## config.mk

```make
export PLATFORM = sky130hd
export DESIGN_NAME = restador8b
export DESIGN_NICKNAME = d
export VERILOG_FILES = /design/src/rtl/restador8b.sv
export SDC_FILE = /design/constraint.sdc
export NUM_CORES = 1
export LEC_CHECK = 0
export ABC_AREA = 1
export BUFFER_PORTS_ARGS = -buffer_cell sky130_fd_sc_hd__buf_2
export CORE_AREA = 5 5 47 49
export DETAILED_ROUTE_END_ITERATION = 6
export DIE_AREA = 0 0 52 54
export GPL_TIMING_DRIVEN = 0
export MAX_ROUTING_LAYER = met4
export PLACE_DENSITY_LB_ADDON = 0.05
export SYNTH_ARGS = -nofsm -noshare
export SYNTH_HDL_FRONTEND = slang
export SYNTH_SLANG_ARGS = --single-unit
```

## constraint.sdc

```tcl
create_clock -name clk -period 1.8 [get_ports clk]
set_clock_uncertainty 0.15 [all_clocks]
set_input_delay 0.54 -clock clk [delete_from_list [all_inputs] [get_ports clk]]
set_output_delay 0.54 -clock clk [all_outputs]
set_load 0.02 [all_outputs]
```

## src/rtl/restador8b.sv

```systemverilog
// Loadable down-counter with IDLE/RUN/DONE control and a one-cycle terminal pulse on bout.
// Define RESTADOR8B_AUTORELOAD_EN for periodic mode: the last loaded value is reloaded at terminal count.
module restador8b #(
   parameter int WIDTH = 8
) (
   input  logic             clk,
   input  logic             rst,
   input  logic             enable,
   input  logic             load,
   input  logic [WIDTH-1:0] load_val,
   output logic [WIDTH-1:0] out,
   output logic             bout,
   output logic             busy
);

   typedef enum logic [1:0] {
      IDLE = 2'd0,
      RUN  = 2'd1,
      DONE = 2'd2
   } state_t;

   localparam logic [WIDTH-1:0] ZERO = {WIDTH{1'b0}};
   localparam logic [WIDTH-1:0] ONE  = {{(WIDTH-1){1'b0}}, 1'b1};

   state_t           state_r;
   state_t           state_next_s;
   logic [WIDTH-1:0] out_r;
   logic [WIDTH-1:0] count_next_s;
   logic [WIDTH-1:0] term_value_s;
   state_t           term_state_s;
   logic             bout_r;
   logic             bout_next_s;
   logic             busy_r;

`ifdef RESTADOR8B_AUTORELOAD_EN
   logic [WIDTH-1:0] reload_r;

   // Remember every loaded value so the terminal count can restart the period
   always_ff @(posedge clk) begin
      if (rst) begin
         reload_r <= ZERO;
      end else if (load) begin
         reload_r <= load_val;
      end else begin
         reload_r <= reload_r;
      end
   end

   assign term_value_s = reload_r;
   assign term_state_s = RUN;
`else
   assign term_value_s = ZERO;
   assign term_state_s = DONE;
`endif

   // Next-state and next-count: load wins over counting; only RUN reacts to enable
   always_comb begin
      state_next_s = state_r;
      count_next_s = out_r;
      bout_next_s  = 1'b0;
      if (load) begin
         count_next_s = load_val;
         if (load_val != ZERO) begin
            state_next_s = RUN;
         end else begin
            state_next_s = IDLE;
         end
      end else begin
         case (state_r)
            RUN: begin
               if (enable) begin
                  if (out_r == ONE) begin
                     count_next_s = term_value_s;
                     bout_next_s  = 1'b1;
                     state_next_s = term_state_s;
                  end else begin
                     count_next_s = out_r - ONE;
                  end
               end else begin
                  count_next_s = out_r;
               end
            end
            IDLE: begin
               state_next_s = IDLE;
            end
            DONE: begin
               state_next_s = DONE;
            end
            default: begin
               // Unreachable encoding: recover to a safe idle, cleared counter
               state_next_s = IDLE;
               count_next_s = ZERO;
            end
         endcase
      end
   end

   // Register state and every output so nothing reaches a port combinationally
   always_ff @(posedge clk) begin
      if (rst) begin
         state_r <= IDLE;
         out_r   <= ZERO;
         bout_r  <= 1'b0;
         busy_r  <= 1'b0;
      end else begin
         state_r <= state_next_s;
         out_r   <= count_next_s;
         bout_r  <= bout_next_s;
         busy_r  <= (state_next_s == RUN);
      end
   end

   assign out  = out_r;
   assign bout = bout_r;
   assign busy = busy_r;

endmodule

```

==> flow_summary.toml, run 1 <==
[global_routing]
grt_start_max_net_pins = 11
antenna_found_initial = 0
grt_pass1_vias = 770
global_routing_usage_summed_across_all_routing_layers_pct = 16.8
grt_pass1_wl_um = 3380
global_route.overflow_total = 0

[floorplanning]
fp.dieH_um = 54
rows = 16
floorplan.die.width_um = 52
floorplan.core_area_mm2 = 0.00182
initial_core_util_pct = 46.7
ports_placed_on_the_boundary = 22
fp.dieArea_mm2 = 0.00281

[clock_network]
clock_latency_at_the_later_pin_of_the_worst_skew_pair_ns = 0.28
postCtsResizedCells = 0
clk_pin_slew_worst_paths_ns = 0.09
cts_setup_buffers = 0
clockRootBuffer = "clkbuf_4"
cts_sinks = 12
tritoncts = "done"
cts-hold-fix-buffers = 0
htreeDepth = 1
num_cts_buffers = 3
ctsLongestPathBuffers = 2

[worst_setup_path]
slowest_stage = "dfxtp_1"
critPathMaxStageDelay_ns = 0.47
critPathTopFamily = "flip-flops"
worst_setup_path_end_kind = "output pin"
crit_arrival_ns = 0.97
crit_path_start_kind = "flop"
timing_worst_setup_path_type = "reg2out"
cp_max_fo = 6
worst-endpoint-required_ns = 1.11
worstPathCellList = "buf_2"
reg2reg_from = "state_r[0]"
crit_buf_inv = 1
worstSetupStartpoint = "out[2]"

[pwr]
combinational_group_share_of_total_power_pct = 26.2
p_per_area_mw_per_mm2 = 695
total_power_uw = 710
clock_power_share_pct = 32.4
intPower_uw = 472
ir_drop_mv = 0.399
p_sw_uw = 238
sw_frac_of_total_pct = 33.6
p_leak_nw = 0.513
seq_power_share_pct = 41.4

[drt]
drt-wirelength-per-cell_um = 11.0
detail_route.vias_per_cell = 4.73
route.final.wire_length_um = 1950
drt_iter0_drc = 16
detailedRoute.firstPassIterationCount = 4
antenna_violating_nets_post_route = 0
num_vias = 838
post_route_drc = 0

[placement]
numPortBuffers = 20
globalplace.congestion = 0.838
hpwl_um = 1560

[synth]
netlist_instances = 126
ys_ff_latch = 12
synth.distinct_cells = 27
synthDominantAreaCellType = "dfxtp_1"
ys_seq_area_share_pct = 28.2
syn_nets = 143
synthesis.area_per_instance_um2 = 6.75
netlist_top_cells_area = "dfxtp_1 (28%), nand2_1 (12%), inv_1 (7.9%), nor2_1 (7.5%), ha_1 (7.4%)"
synth_area_um2 = 851
synth_largest_type_area_fraction_pct = 28.2
ys_warn_count = 0

[sta]
max_slew.worst_pin.slew_ns = 0.534
finalCriticalPeriod_ns = 1.66
post-route-period-util_pct = 92.3
max_freq_mhz = 602
max-slew-margin-rel_pct = 64.4
timing.setup.tns_ns = 0
unrepaired_setup_endpoints_after_global_routing = "no"
finalHoldViolations = 0
finalMaxSlewViolations = 0
setup-violations-final = 0

[run]
cap_viol_max_count = 0

[run_status]
outcome = "complete, no violations"

[final_layout]
flow.area_growth_from_synthesis_pct = 20.0
post_route_cells_drive_above_1_share_pct = 28.7
finish.utilization_pct = 56.0
fillers = 194
fin_nets = 168
antenna-diode-count = 0

[hold_path]
worstHoldStart = "rst"
timing.hold.worst.class = "in2reg"
-- path summary, 6_finish.rpt --
kind                                   end  depth (start not counted)  slack [ns]
worst max-delay path                out[2]                          1        0.14
worst min-delay path            state_r[0]                          4        0.37
worst max register to register      out[2]                          7        0.19
worst min register to register      out[1]                          2        0.44
-- cells in the mapped netlist --
cell	count
a21oi_1	6
a21oi_2	2
a31oi_1	1
buf_6	1
clkbuf_1	1
dfxtp_1	12
ha_1	5
inv_1	18
inv_2	3
inv_6	1
nand2_1	28
nand2_2	2
nand2_4	1
nand3_1	9
nand3_2	1
nand4_1	1
nor2_1	17
nor2_2	3
nor3_1	1
nor3_2	1
nor3_4	1
o21ai_0	1
o21ai_1	2
o21ai_2	2
o21ai_4	1
o22ai_1	2
xor2_1	3
-- state kept, by name, indices dropped and copies added (netlist names) --
signal / cells
out: 8
bout: 1
state_r: 2
busy: 1
-- cell families after synthesis --
logic type / count (synthesis) / synth area share, %
compound gates: 17 / 13.5
xor+xnor: 3 / 3.09
fa+ha+maj: 5 / 7.35
buf+inv: 24 / 12.1
flops: 12 / 28.2
simple gates: 65 / 35.7
-- per-stage QoR --
| stage | instance area [um^2] | setup WS [ns] | instances | hold WS [ns] |
|---|---|---|---|---|
| floorplan | 851 | 0.333 | 126 | 0.471 |
| global placement | 985 | 0.203 | 173 | 0.418 |
| detailed placement | 985 | 0.191 | 173 | 0.419 |
| CTS | 1020 | 0.131 | 177 | 0.372 |
| global route | 1020 | 0.0437 | 177 | 0.379 |
| finish | 1020 | 0.138 | 177 | 0.370 |
-- metal layers --
layer | GRT usage (%) | vias up | part of all wire (%)
li1 | - | 443 | -
met1 | 20.9 | 369 | 47
met2 | 25.9 | 22 | 46
met3 | 3.88 | 4 | 5.8
met4 | 7.42 | 0 | 1.2
met5 | - | - | 0
-- placed cells by master, fill, tap and decap left out --
cell type,synthesis,routed
o21ai_2,2,2
clkbuf_4,0,3
ha_1,5,5
nand2_2,2,2
a21oi_1,6,6
nor2_2,3,3
inv_2,3,3
nor2_1,17,17
a31oi_1,1,1
inv_6,1,1
nand4_1,1,1
nor3_2,1,1
clkbuf_1,1,1
nor3_1,1,1
a21oi_2,2,2
inv_1,18,18
nand2_4,1,1
nand2_1,28,28
buf_2,0,20
o21ai_0,1,1
o21ai_4,1,1
o22ai_1,2,2
buf_6,1,1
xor2_1,3,3
clkbuf_8,0,1
o21ai_1,2,2
dfxtp_1,12,12
nor3_4,1,1
nand3_2,1,1
nand3_1,9,9
-- final cells by class --
| cell class | count | area (um^2) | area share (%) |
|---|---|---|---|
| tap | 27 | 33.8 | 3.31 |
| multi-input combinational | 90 | 508 | 49.8 |
| sequential | 12 | 240 | 23.5 |
| inverter | 22 | 87.6 | 8.58 |
| clock buffer | 4 | 36.3 | 3.55 |
| timing repair buffer | 20 | 100 | 9.80 |
| buffer | 2 | 15.0 | 1.47 |
-- worst min-delay path, cell delays in order --
cell and delay (ns):
buf_2 0.08, inv_1 0.03, nand2_1 0.07, inv_1 0.04
-- power groups by stage --
stage	clock network (mW)	registers [mW]	logic (mW)
floorplan	0	0.314	0.122
global placement	0	0.300	0.184
detailed placement	0	0.300	0.187
CTS	0.233	0.294	0.188
global route	0.243	0.296	0.210
finish	0.230	0.294	0.186
(Power assumes the default switching activity.)
==> inputs of run 2 (changes only) <==
--- a/config.mk
+++ b/config.mk
@@ -12,7 +12,7 @@
 export DIE_AREA = 0 0 52 54
 export GPL_TIMING_DRIVEN = 0
 export MAX_ROUTING_LAYER = met4
-export PLACE_DENSITY_LB_ADDON = 0.05
+export PLACE_DENSITY = 0.75
 export SYNTH_ARGS = -nofsm -noshare
 export SYNTH_HDL_FRONTEND = slang
 export SYNTH_SLANG_ARGS = --single-unit
==> constraint.sdc (replaced) <==
create_clock -name clk -period 1.55 [get_ports clk]
set_clock_uncertainty 0.15 [all_clocks]
set_input_delay 0.465 -clock clk [delete_from_list [all_inputs] [get_ports clk]]
set_output_delay 0.465 -clock clk [all_outputs]
set_load 0.02 [all_outputs]
==> flow_summary.toml, run 2 (synthesis results as in run 1) <==
[run_status]
outcome = "finished, violations left"
failed_checks = "setup timing"

[sta]
timing.setup.tns_ns = -0.0365
finalMaxSlewViolations = 0
timing.final.ws_setup_ns = -0.0216
finalHoldViolations = 0
post-route-period-util_pct = 101
max-slew-margin-rel_pct = 59.7
max_freq_mhz = 636
setup-violations-final = 2
finalCriticalPeriod_ns = 1.57
fin_hold_ws_ns = 0.282
max_slew.worst_pin.slew_ns = 0.605
unrepaired_setup_endpoints_after_global_routing = "yes"

[drt]
antenna_violating_nets_post_route = 0
detail_route.vias_per_cell = 4.96
num_vias = 922
detailedRoute.firstPassIterationCount = 4
post_route_drc = 0
drt-wirelength-per-cell_um = 12.4
route.final.wire_length_um = 2310
drt_iter0_drc = 9

[worst_setup_path]
critPathTopFamily = "flip-flops"
r2r_slack_ns = -0.02
worst-endpoint-required_ns = 1.56
timing_worst_setup_path_type = "reg2reg"
reg2reg_from = "state_r[1]"
crit_path_start_kind = "flop"
slowest_stage = "dfxtp_4"
critical_path.most_common_cell = "inv_4"
count_of_cells_along_the_worst_register_to_register_path = 8
crit-reg2reg-capture = "out[0]"
cp_max_fo = 4
worst_setup_path_end_kind = "flop"
critPathMaxStageDelay_ns = 0.37
crit_buf_inv = 3
crit_arrival_ns = 1.58
worstPathCellList = "inv_4, ha_4, inv_4, o21ai_4, nor3_4, buf_4, a21oi_1, nor2_1"

[pwr]
ir_drop_mv = 0.471
p_leak_nw = 0.570
p_per_area_mw_per_mm2 = 726

[floorplanning]
initial_core_util_pct = 46.7
rows = 16
floorplan.core_area_mm2 = 0.00182
ports_placed_on_the_boundary = 22
fp.dieArea_mm2 = 0.00281
fp.dieH_um = 54
floorplan.die.width_um = 52

[hold_path]
timing.hold.worst.class = "in2reg"
worstHoldPathCells = 4
worstHoldStart = "rst"
worstHoldEndpoint = "state_r[0]"

[final_layout]
layout_common_cells = "nand2_1 (28), buf_2 (20), inv_1 (16), nor2_1 (16), nand3_1 (9)"
fillers = 162
finish.utilization_pct = 65.3
number_of_flip_flops_in_the_largest_register = 8
fin_nets = 177
post_route_cells_drive_above_1_share_pct = 44.0
antenna-diode-count = 0
layout.cells.most_common = "nand2_1"
flow.area_growth_from_synthesis_pct = 39.9

[clock_network]
num_cts_buffers = 3
clk_pin_slew_worst_paths_ns = 0.09
cts_sinks = 12
htreeDepth = 1
tritoncts = "done"
cts-hold-fix-buffers = 0
clockRootBuffer = "clkbuf_4"
ctsLongestPathBuffers = 2
clock_latency_at_the_later_pin_of_the_worst_skew_pair_ns = 0.29

[placement]
numPortBuffers = 20
detailedPlace.worstSlack_ns = -0.0320
hpwl_um = 1580
globalplace.congestion = 0.949

[global_routing]
global_routing_usage_summed_across_all_routing_layers_pct = 17.9
antenna_found_initial = 0
grt_pass1_vias = 884
grt_start_max_net_pins = 11
grt_pass1_wl_um = 3630
global_route.overflow_total = 0

[run]
cap_viol_max_count = 0
## run 2: tightest hold or removal path, delay by kind of cell
kind | cells | cell delay (ns)
and+or+nand+nor | 1 | 0.07
buffers and inverters | 3 | 0.15
## run 2: power by group
| group | total, mW | switching, mW | leakage (nW) | internal [mW] |
|---|---|---|---|---|
| registers | 0.340 | 0.0179 | 0.102 | 0.322 |
| clock network | 0.266 | 0.122 | 0.0210 | 0.143 |
| logic | 0.258 | 0.159 | 0.447 | 0.0991 |
## run 2: how the worst max path moves through the flow
stage | from | to | slack, ns | depth (start not counted)
4_1_cts | state_r[1] | out[4] | 0.0009 | 7
6_report | state_r[1] | out[0] | -0.02 | 8
5_1_grt | out[1] | out[4] | -0.11 | 8
2_1_floorplan | out[1] | out[2] | 0.08 | 7
3_5_place_dp | state_r[0] | out[4] | -0.03 | 7
3_3_place_gp | state_r[0] | out[4] | -0.01 | 7
## run 2: repair_timing
action,CTS,global route
setup buffers,0,8
setup endpoints to repair,10,9
resized for setup,9,20
pin swaps,3,11
gates cloned,1,0
## run 2: stage by stage
stage               power [mW]  cells  cell area [um^2]
finish                   0.864    186              1190
global route             0.911    186              1190
CTS                      0.835    178              1050
detailed placement       0.565    173               985
global placement         0.562    173               985
floorplan                0.506    126               851
## run 2: per-layer routing
metal	GRT usage, %	wire length [um]
met2	31.6	1180
met4	11.4	79
met3	3.32	69
met1	18.1	979
met5	-	0
## run 2: cell type report
class | count | area [um^2] | area share, %
Tap cell | 27 | 33.8 | 2.84
Inverter | 22 | 95.1 | 7.99
Sequential cell | 12 | 254 | 21.3
Timing Repair Buffer | 28 | 160 | 13.5
Multi-Input combinational cell | 91 | 596 | 50.1
Buffer | 2 | 15.0 | 1.26
Clock buffer | 4 | 36.3 | 3.05
==> inputs of run 3 (changes only) <==
--- a/config.mk
+++ b/config.mk
@@ -6,13 +6,14 @@
 export NUM_CORES = 1
 export LEC_CHECK = 0
 export ABC_AREA = 1
+export ABC_CLOCK_PERIOD_IN_PS = 1550
 export BUFFER_PORTS_ARGS = -buffer_cell sky130_fd_sc_hd__buf_2
 export CORE_AREA = 5 5 47 49
 export DETAILED_ROUTE_END_ITERATION = 6
 export DIE_AREA = 0 0 52 54
 export GPL_TIMING_DRIVEN = 0
 export MAX_ROUTING_LAYER = met4
-export PLACE_DENSITY = 0.75
+export PLACE_DENSITY_LB_ADDON = 0.15
 export SYNTH_ARGS = -nofsm -noshare
 export SYNTH_HDL_FRONTEND = slang
 export SYNTH_SLANG_ARGS = --single-unit
==> flow_summary.toml, run 3 (synthesis results as in run 1) <==
[run_status]
outcome = "finished, violations left"
failed_checks = "setup timing"

[worst_setup_path]
crit_path_start_kind = "flop"
crit_arrival_ns = 1.61
cp_max_fo = 4
crit-reg2reg-capture = "out[2]"
worst-endpoint-required_ns = 1.60
worst_setup_path_end_kind = "flop"
worstPathCellList = "buf_6, ha_4, inv_4, o21ai_4, buf_4, nand3_1, nand2_1, inv_1, a21oi_2"
worstSetupPathDepth = 9
r2r_slack_ns = -0.008
crit_buf_inv = 4
timing_worst_setup_path_type = "reg2reg"
reg2reg_from = "state_r[0]"
critPathMaxStageDelay_ns = 0.35
worstSetupEndpoint = "out[2]"
count_of_cells_along_the_worst_register_to_register_path = 9
worstSetupStartpoint = "state_r[0]"
critPathTopFamily = "compound AO/OA/AOI/OAI gates"
slowest_stage = "dfxtp_2"

[clock_network]
tritoncts = "done"
num_cts_buffers = 3
clock_latency_at_the_later_pin_of_the_worst_skew_pair_ns = 0.29
cts_sinks = 12
clk_pin_slew_worst_paths_ns = 0.09
clockRootBuffer = "clkbuf_4"
htreeDepth = 1
ctsLongestPathBuffers = 2

[global_routing]
antenna_found_initial = 0
global_route.overflow_total = 0
grt_pass1_wl_um = 3420
global_routing_usage_summed_across_all_routing_layers_pct = 17.0
grt_start_max_net_pins = 11
grt_pass1_vias = 795

[final_layout]
seq_area_um2 = 251
multi_input_area_um2 = 556
layout_common_cells = "nand2_1 (28), buf_2 (20), nor2_1 (17), inv_1 (15), nand3_1 (8)"
number_of_flip_flops_in_the_largest_register = 8
antenna-diode-count = 0
fillers = 195
final-instance-count-excl-fill = 180
flow.area_growth_from_synthesis_pct = 29.7
finish.utilization_pct = 60.6
layout.cells.most_common = "nand2_1"
post_route_cells_drive_above_1_share_pct = 38.6
fin_nets = 171
post-route-cell-area_mm2 = 0.00110

[placement]
globalplace.congestion = 0.867
cell_area_placed_um2 = 985
hpwl_um = 1530
numPortBuffers = 20
detailedPlace.worstSlack_ns = -0.0380
place.detailed.instances = 173

[drt]
detailedRoute.firstPassIterationCount = 4
post_route_drc = 0
drt-wirelength-per-cell_um = 11.5
antenna_violating_nets_post_route = 0
num_vias = 856
detail_route.vias_per_cell = 4.76
drt_iter0_drc = 10
route.final.wire_length_um = 2070

[floorplanning]
initial_core_util_pct = 46.7
ports_placed_on_the_boundary = 22
fp.dieH_um = 54
floorplan.core_area_mm2 = 0.00182
floorplan.die.width_um = 52
fp.dieArea_mm2 = 0.00281
rows = 16

[pwr]
p_leak_nw = 0.531
p_per_area_mw_per_mm2 = 754
ir_drop_mv = 0.609

[hold_path]
timing.hold.worst.class = "in2reg"
worstHoldPathCells = 4

[sta]
max_freq_mhz = 642
unrepaired_setup_endpoints_after_global_routing = "yes"
timing.setup.tns_ns = -0.00825
post-route-period-util_pct = 101
max_slew.worst_pin.slew_ns = 0.554
timing.final.ws_setup_ns = -0.00825
finalMaxSlewViolations = 0
finalHoldViolations = 0
setup-violations-final = 1
max-slew-margin-rel_pct = 63.1
finalCriticalPeriod_ns = 1.56

[run]
cap_viol_max_count = 0
-- run 3: cell count changes in the layout (fill, tap and decap cells not counted), moves of 2 or more --
cell     previous run  this run
inv_2               2         4
buf_4               8         1
o22ai_2             2         0
a21oi_2             6         3
a21oi_1             2         5
o22ai_1             0         2
-- run 3: where the power goes --
part	total (mW)	internal [mW]	switching (mW)
sequential	0.341	0.323	0.0176
combinational	0.233	0.0896	0.143
clock	0.258	0.143	0.115
total	0.832	0.556	0.276
-- run 3: layout make-up --
cell class                      count  area share, %
Timing Repair Buffer               22           10.8
Inverter                           22           8.39
Buffer                              2           1.36
Multi-Input combinational cell     91           50.3
Tap cell                           27           3.06
Clock buffer                        4           3.29
Sequential cell                    12           22.8
-- run 3: worst min-delay path, cell delays in order --
cell and delay, ns:
buf_2 0.08, inv_1 0.03, nand2_1 0.07, inv_1 0.04
-- run 3: layer usage --
layer	GRT usage [%]	wire, um	up-vias
li1	-	-	455
met1	20.8	980	380
met2	27.4	970	16
met3	2.49	75	5
met4	7.86	40	0
met5	-	0	-
-- run 3: metrics by stage --
stage | power (mW) | hold slack (ns)
after floorplan | 0.506 | 0.466
after global placement | 0.563 | 0.410
after detailed placement | 0.564 | 0.431
after CTS | 0.818 | 0.288
after global routing | 0.887 | 0.292
final | 0.832 | 0.276
-- run 3: what timing repair did --
| item | in CTS | in global routing |
|---|---|---|
| pin swaps | 1 | 7 |
| gates resized for setup | 2 | 19 |
| setup buffers | 0 | 2 |
| hold buffers | 0 | 0 |
| cloned | 0 | 1 |
| endpoints found under the setup margin | 8 | 9 |
-- run 3: worst min path at each step --
stage,startpoint,to,slack [ns]
2_1_floorplan,enable,bout,0.47
3_3_place_gp,out[1],out[1],0.41
3_5_place_dp,out[1],out[1],0.43
4_1_cts,rst,state_r[0],0.29
5_1_grt,rst,state_r[0],0.29
6_report,rst,state_r[0],0.28
